File: src/rtl/ext_pkg.sv
// ext_pkg: shared mode constants, mode type and prefix state encodings for imm_extend_unit
package ext_pkg;
    typedef logic [1:0] ext_mode_t;
    localparam ext_mode_t EXT_ZERO      = 2'd0;
    localparam ext_mode_t EXT_SIGN      = 2'd1;
    localparam ext_mode_t EXT_UPPER     = 2'd2;
    localparam ext_mode_t EXT_SIGN_SHL2 = 2'd3;
    typedef enum logic {
        PFX_NONE = 1'b0,
        PFX_PEND = 1'b1
    } pfx_state_t;
endpackage

File: src/rtl/imm_extend_unit_if.sv
// imm_extend_unit_if: handshake/bus bundle of imm_extend_unit; prefix signals exist only with EXT_PREFIX_EN
interface imm_extend_unit_if
    import ext_pkg::*;
#(
    parameter int IMM_W  = 16,
    parameter int DATA_W = 32
);
    localparam int PFX_W = DATA_W - IMM_W;
    logic              in_valid;
    logic              in_ready;
    logic [IMM_W-1:0]  imm;
    ext_mode_t         mode;
    logic              out_valid;
    logic              out_ready;
    logic [DATA_W-1:0] out_data;
`ifdef EXT_PREFIX_EN
    logic              pfx_ld;
    logic [PFX_W-1:0]  pfx_data;
    logic              pfx_pending;
    modport master (
        output in_valid, imm, mode, out_ready, pfx_ld, pfx_data,
        input  in_ready, out_valid, out_data, pfx_pending
    );
    modport slave (
        input  in_valid, imm, mode, out_ready, pfx_ld, pfx_data,
        output in_ready, out_valid, out_data, pfx_pending
    );
`else
    modport master (
        output in_valid, imm, mode, out_ready,
        input  in_ready, out_valid, out_data
    );
    modport slave (
        input  in_valid, imm, mode, out_ready,
        output in_ready, out_valid, out_data
    );
`endif
endinterface

File: src/rtl/imm_extend_unit_ext_core.sv
// ext_core: combinational mode/prefix mux producing the next extended immediate
module ext_core
    import ext_pkg::*;
#(
    parameter int IMM_W  = 16,
    parameter int DATA_W = 32
) (
    input  logic [IMM_W-1:0]        imm,
    input  ext_mode_t               mode,
    input  logic                    pend,
    input  logic [DATA_W-IMM_W-1:0] prefix,
    output logic [DATA_W-1:0]       res
);
    localparam int PFX_W = DATA_W - IMM_W;
    logic [DATA_W-1:0] base;
    // base is the prefixed value when a prefix is pending, else the sign extension
    always_comb begin
        base = pend ? {prefix, imm} : {{PFX_W{imm[IMM_W-1]}}, imm};
        res  = mode == EXT_UPPER     ? {imm, {PFX_W{1'b0}}} :
               mode == EXT_SIGN_SHL2 ? base << 2 :
               (mode == EXT_SIGN || pend) ? base : {{PFX_W{1'b0}}, imm};
    end
endmodule

File: src/rtl/imm_extend_unit.sv
// imm_extend_unit: registered immediate extender with valid/ready handshake; optional prefix under EXT_PREFIX_EN
module imm_extend_unit
    import ext_pkg::*;
#(
    parameter int IMM_W  = 16,
    parameter int DATA_W = 32
) (
    input logic clk,
    input logic rst,
    imm_extend_unit_if.slave bus
);
    localparam int PFX_W = DATA_W - IMM_W;
    logic              acc;
    logic              out_valid_q, out_valid_d;
    logic [DATA_W-1:0] out_data_q, out_data_d;
    logic [DATA_W-1:0] core_res;
    logic              pend;
    logic [PFX_W-1:0]  prefix;
    ext_core #(.IMM_W(IMM_W), .DATA_W(DATA_W)) u_core (
        .imm    (bus.imm),
        .mode   (bus.mode),
        .pend   (pend),
        .prefix (prefix),
        .res    (core_res)
    );
    assign bus.in_ready  = !out_valid_q || bus.out_ready;
    assign bus.out_valid = out_valid_q;
    assign bus.out_data  = out_data_q;
    // one-entry output register: load on accept, drop on take, hold otherwise
    always_comb begin
        acc         = bus.in_valid && bus.in_ready;
        out_valid_d = acc ? 1'b1 : bus.out_ready ? 1'b0 : out_valid_q;
        out_data_d  = acc ? core_res : out_data_q;
    end
    // output register update
    always_ff @(posedge clk) begin
        if (rst) begin
            out_valid_q <= 1'b0;
            out_data_q  <= '0;
        end else begin
            out_valid_q <= out_valid_d;
            out_data_q  <= out_data_d;
        end
    end
`ifdef EXT_PREFIX_EN
    pfx_state_t       pfx_state_q, pfx_state_d;
    logic [PFX_W-1:0] pfx_q, pfx_d;
    // a load always wins (new prefix pends); otherwise an accepted input consumes the prefix
    always_comb begin
        pfx_state_d = bus.pfx_ld ? PFX_PEND : acc ? PFX_NONE : pfx_state_q;
        pfx_d       = bus.pfx_ld ? bus.pfx_data : pfx_q;
    end
    // prefix state and register
    always_ff @(posedge clk) begin
        if (rst) begin
            pfx_state_q <= PFX_NONE;
            pfx_q       <= '0;
        end else begin
            pfx_state_q <= pfx_state_d;
            pfx_q       <= pfx_d;
        end
    end
    assign pend            = pfx_state_q == PFX_PEND;
    assign prefix          = pfx_q;
    assign bus.pfx_pending = pend;
`else
    assign pend   = 1'b0;
    assign prefix = '0;
`endif
endmodule

File: src/flat_wrapper.sv
// flat-port wrapper written by rule: the top's interface ports become plain ports
module imm_extend_unit_flat import ext_pkg::*;
#(
    parameter int IMM_W  = 16,
    parameter int DATA_W = 32
)
  (clk, rst, bus_in_valid, bus_imm, bus_mode, bus_out_ready, bus_in_ready, bus_out_valid, bus_out_data);
  imm_extend_unit_if #(.IMM_W(IMM_W), .DATA_W(DATA_W)) bus_i ();
  input logic clk;
  input logic rst;
  input wire logic [$bits(bus_i.in_valid)-1:0] bus_in_valid;
  input wire logic [$bits(bus_i.imm)-1:0] bus_imm;
  input wire logic [$bits(bus_i.mode)-1:0] bus_mode;
  input wire logic [$bits(bus_i.out_ready)-1:0] bus_out_ready;
  output wire logic [$bits(bus_i.in_ready)-1:0] bus_in_ready;
  output wire logic [$bits(bus_i.out_valid)-1:0] bus_out_valid;
  output wire logic [$bits(bus_i.out_data)-1:0] bus_out_data;
  assign bus_i.in_valid = bus_in_valid;
  assign bus_i.imm = bus_imm;
  assign bus_i.mode = bus_mode;
  assign bus_i.out_ready = bus_out_ready;
  assign bus_in_ready = bus_i.in_ready;
  assign bus_out_valid = bus_i.out_valid;
  assign bus_out_data = bus_i.out_data;
  imm_extend_unit #(.IMM_W(IMM_W), .DATA_W(DATA_W)) u_core (.clk(clk), .rst(rst), .bus(bus_i));
endmodule
File: config.mk
export PLATFORM = sky130hd
export DESIGN_NAME = imm_extend_unit_flat
export DESIGN_NICKNAME = d
export VERILOG_FILES = /design/src/rtl/ext_pkg.sv /design/src/rtl/imm_extend_unit_if.sv /design/src/rtl/imm_extend_unit_ext_core.sv /design/src/rtl/imm_extend_unit.sv /design/src/flat_wrapper.sv
export SDC_FILE = /design/constraint.sdc
export NUM_CORES = 1
export LEC_CHECK = 0
export BUFFER_PORTS_ARGS = -buffer_cell sky130_fd_sc_hd__buf_4
export CORE_UTILIZATION = 39
export DETAILED_ROUTE_END_ITERATION = 7
export PLACE_DENSITY = 0.71
export SETUP_SLACK_MARGIN = 0.3
export SLEW_MARGIN = 20
export SYNTH_ARGS = -nofsm -noshare
export SYNTH_HDL_FRONTEND = slang
export SYNTH_SLANG_ARGS = --single-unit
File: constraint.sdc
create_clock -name clk -period 1.95 [get_ports clk]
set_clock_uncertainty 0.2 [all_clocks]
set_input_delay 0 -clock clk [delete_from_list [all_inputs] [get_ports clk]]
set_output_delay 0 -clock clk [all_outputs]
set_load 0.05 [all_outputs]
---- Word level (Yosys, flattened, before mapping) ----
Index checks and enable logic that the tools add are counted.
storage, ports and cells
  output and inout port bits .............. 34
  bits in read-only memories .............. 0
  logic and storage cells ................. 14
  memories kept ........................... 0
  latch bits .............................. 0
  bits in registers ....................... 33
  RAM bits ................................ 0
operators by class
  add/subtract/negate cells ............... 0
  shift operators ......................... 0
  reduce and logical (&&, ||, !) cells .... 4
  order comparisons ....................... 0
  mux-type cells .......................... 5
  bitwise operators ....................... 0
  div/mod/pow operators ................... 0
  multipliers ............................. 0
  eq/ne operators ......................... 3
operator list
  kind                                                                    number
  32-bit 2-to-1 mux                                                       3
  2-bit equality test (second input constant)                             2
  2-bit by 1-bit equality test with 1-bit output (second input constant)  1
  1-bit 2-to-1 mux                                                        2
  2-bit nonzero test                                                      1
  1-bit logical AND                                                       1
  1-bit logical NOT                                                       1
  1-bit logical OR                                                        1

---- Logic depth before layout (Yosys ltp) ----
  depth after elaboration ................. 4
  depth in mapped cells ................... 6
  mapped depth without buffers ............ 4

---- By module ----
From an unflattened synthesis, not the netlist that was laid out.
second synthesis, totals
  cells, all modules ...................... 283
  area, all modules ....................... 2203.4 um^2
modules (own cells, without submodules)
  module           cells each  seq. area each (um^2)  area each (um^2)  instances
  imm_extend_unit  151         660.6                  1447.6            1
  ext_core         132         0.0                    755.7             1

---- Least setup slack after synthesis ----
No wires, ideal clock.
  path kind ............................... reg2reg
  start ................................... register u_core.out_valid_q (netlist: u_core.bus.out_valid)
  end ..................................... register u_core.out_data_q[17] (netlist: u_core.bus.out_data[17])
  path buffers ............................ 2
  arrival ................................. 1.475 ns
  cell stages (with the launch flop) ...... 7
  library setup time ...................... 0.133 ns
  slack ................................... 0.142 ns
  required time ........................... 1.617 ns
  cells stage by stage .................... dfxtp_1 -> nor2b_1 -> buf_2 -> inv_2 -> buf_4 -> a21oi_1 -> a211oi_2
between the ends
  longest elaborated chain between the ends .. 3
RTL lines
  element                   line                   RTL
  start: declaration        imm_extend_unit.sv:14  logic out_valid_q, out_valid_d;
  start signal: assignment  imm_extend_unit.sv:41  out_valid_q <= out_valid_d;
  1-bit logical NOT         imm_extend_unit.sv:26  assign bus.in_ready = !out_valid_q || bus.out_ready;
  1-bit logical OR          imm_extend_unit.sv:26
  named net bus_in_ready    flat_wrapper.sv:15     output wire logic [$bits(bus_i.in_ready)-1:0] bus_in_ready;
  1-bit logical AND         imm_extend_unit.sv:31  acc = bus.in_valid && bus.in_ready;
  end signal: assignment    imm_extend_unit.sv:42  out_data_q <= out_data_d;
  end: declaration          imm_extend_unit.sv:15  logic [DATA_W-1:0] out_data_q, out_data_d;
The timed path passes the listed nets, and every way through them passes these cells.
A chain may end at the register's enable or synchronous reset.

---- Worst setup path after layout ----
  start ................................... input bus_out_ready
  end ..................................... output bus_in_ready
between the ends
  longest elaborated chain between the ends .. 1
RTL lines
  element             line                   RTL
  start: declaration  flat_wrapper.sv:14     input wire logic [$bits(bus_i.out_ready)-1:0] bus_out_ready;
  1-bit logical OR    imm_extend_unit.sv:26
  end: declaration    flat_wrapper.sv:15
No other way between the ends.

==> results.ini <==
[routing]
drtPass1Iterations=4
ant_nets=0
vias=1596
drtIter0Drc=51
viasPerCell=5.447
wl_per_cell_microns=15.25
remaining_drc_errors=0
wirelength_microns=4469

[run]
maxCapViolCount=0

[floorplanning]
core-area_sq_um=3661
row_count=22
die_x_microns=63.92
dieArea_sq_um=4085
num_io_pins=56
dieHeight_microns=63.92
initial_core_util_pct=40.84

[finish]
final_cell_mix=buf_4, a21oi_1, dfxtp_1
nNetsFinal=267
drive_gt1_share_pct=30.61
area_delta_synth_final_pct=51.38
layout_commonest_cell=buf_4
fin_cells=293
antenna_cells=0

[global_routing]
grt_first_pass_wirelength_microns=7162
grt_overflow=0
grt_pass1_vias=1514
grt_max_degree=34
track_usage_pct=22.62
antenna_found_initial=0

[critical_path]
critical_path.cell_chain=dlygate4sd3_1 -> buf_4 -> nor2b_4 -> inv_2 -> buf_12 -> buf_4
path_common_cell=buf_4
start_kind=input port
crit_required_ns=1.75
slowest_stage=dlygate4sd3_1
crit_arrival_ns=1.39
end_kind=primary output
critPathKind=input port to primary output
critical-path-top-delay-family=buffers and inverters
cpPeakStageDelay_ns=0.53
cp_max_fo=24
critPathBufInv=5

[sta]
finalCriticalPeriod_ns=1.587
fin_tns_setup_ns=0
hold_viol=0
fmax_ghz=0.6303
tightest_slew_ns=0.5436
min_period_over_period_pct=81.37
setup_violations=0
slew_headroom_pct=63.64
drv_slew=0
rsz0062_at_grt=false

[power]
p_per_area_nw_per_um2=787.8
vdd_drop_max_mv=0.4717
p_leak_nw=0.9138
power_mw=1.783

[clock_tree]
cts_tree=yes
ctsRootBufferMaster=clkbuf_8
cts_max_level=2
worstSkewPairLatency_ns=0.27
clkSinkCount=33
cts_buffers=5
clkTransAtPathRegs_ns=0.06
cts.path.max_buffers=2

[logic_synthesis]
ys_seq_elements=33
syn_inst=171
syn-num-nets=193
syn_area_sq_um=1495
synth.distinct_cells=22
synth.avg_cell_area_sq_um=8.744
ys_seq_area_share_pct=44.18
yosysWarningCount=0

[placed_design]
portBuffers=55
place_hpwl_microns=2635
place_inst=259
place_congestion=0.8305

[run_status]
status=finished, final reports clean

[hold_path]
hp-class=input port to register

-- synthesized netlist by cell type, drive strengths merged --
library cell   n  area share (%)
a2111o         1            0.75
nand3         14             4.7
nor2b          2             1.3
inv            2            0.50
a21oi         34              11
mux2i          1            0.67
o21ai          4             1.3
buf           11             5.2
dfxtp         33              44
a211oi        15             8.2
clkbuf         8             2.0
a311oi        14             8.2
nor2           1            0.42
nand4b         2             1.2
o2111ai        1            0.59
nand2b        14             5.9
nand2         14             3.5
-- sequential cells by signal, summed over array words and instances, names as in the netlist --
signal                flops
u_core.bus.out_valid      1
u_core.bus.out_data      32
-- where the power goes --
part	total [mW]	switching [mW]	internal [mW]	leakage, nW
clock network	0.503	0.224	0.280	0.0443
registers	0.754	0.0283	0.726	0.273
logic	0.525	0.332	0.193	0.596
-- final timing paths --
path                                   startpoint                              endpoint  slack (ns)  cells past startpoint
max reg2reg     u_core.bus.out_valid$_SDFFE_PP0P_   u_core.bus.out_data[5]$_SDFFE_PP0P_        0.47                      5
min                                   bus_mode[0]  u_core.bus.out_data[16]$_SDFFE_PP0P_        0.06                      4
min reg2reg  u_core.bus.out_data[16]$_SDFFE_PP0P_  u_core.bus.out_data[16]$_SDFFE_PP0P_        0.28                      2
max                                 bus_out_ready                          bus_in_ready        0.36                      6
-- final cells by class --
cell class              instances  area [sq um]
fillers                       303          1398
well taps                      48         60.06
flip-flops and latches         33         661.9
inverters                       2         7.507
multi-input cells             117         726.9
repair buffers                 86         720.7
clock buffers                   7         86.33
-- tightest hold or removal path, cell delays in order --
cell and delay (ns):
buf_4 0.14, a21oi_1 0.15, a2111o_1 0.13, a21oi_1 0.06
-- metal layers --
metal	vias to the layer above	wire, microns	GRT usage, %
met2	70	2125	35.11
met3	6	301	4.286
met4	0	51	11.08
met1	740	1990	29.82
met5	-	0	0
li1	780	-	-
-- per-stage QoR --
stage,area [sq um],setup slack (ns),hold slack (ns),utilization [%]
6_report,2263,0.3634,0.05636,61.82
3_3_place_gp,1904,0.1917,0.09056,52.02
3_5_place_dp,1904,0.1445,0.09156,52.02
4_1_cts,2248,0.3273,0.01424,61.41
5_1_grt,2263,0.3298,0.05097,61.82
2_1_floorplan,1496,0.3033,-0.05359,-
-- logic make-up (layout without fill, tap and decap cells) --
logic type | count (synthesis) | in the layout | synth area share, %
AOI/OAI and AO/OA | 69 | 69 | 30.46
and+or+nand+nor | 47 | 47 | 16.99
DFF | 33 | 33 | 44.18
muxes | 1 | 1 | 0.6695
buffers and inverters | 21 | 95 | 7.698
-- timing repair --
| item | in CTS | in global routing |
|---|---|---|
| gates cloned | 0 | 0 |
| pin swaps | 0 | 0 |
| hold buffers | 25 | 0 |
| buffers inserted | 0 | 2 |
| resized for setup | 2 | 0 |
| endpoints found under the setup margin | 24 | 1 |
| endpoints found under the hold margin | 33 | 0 |
(Power assumes the default switching activity.)
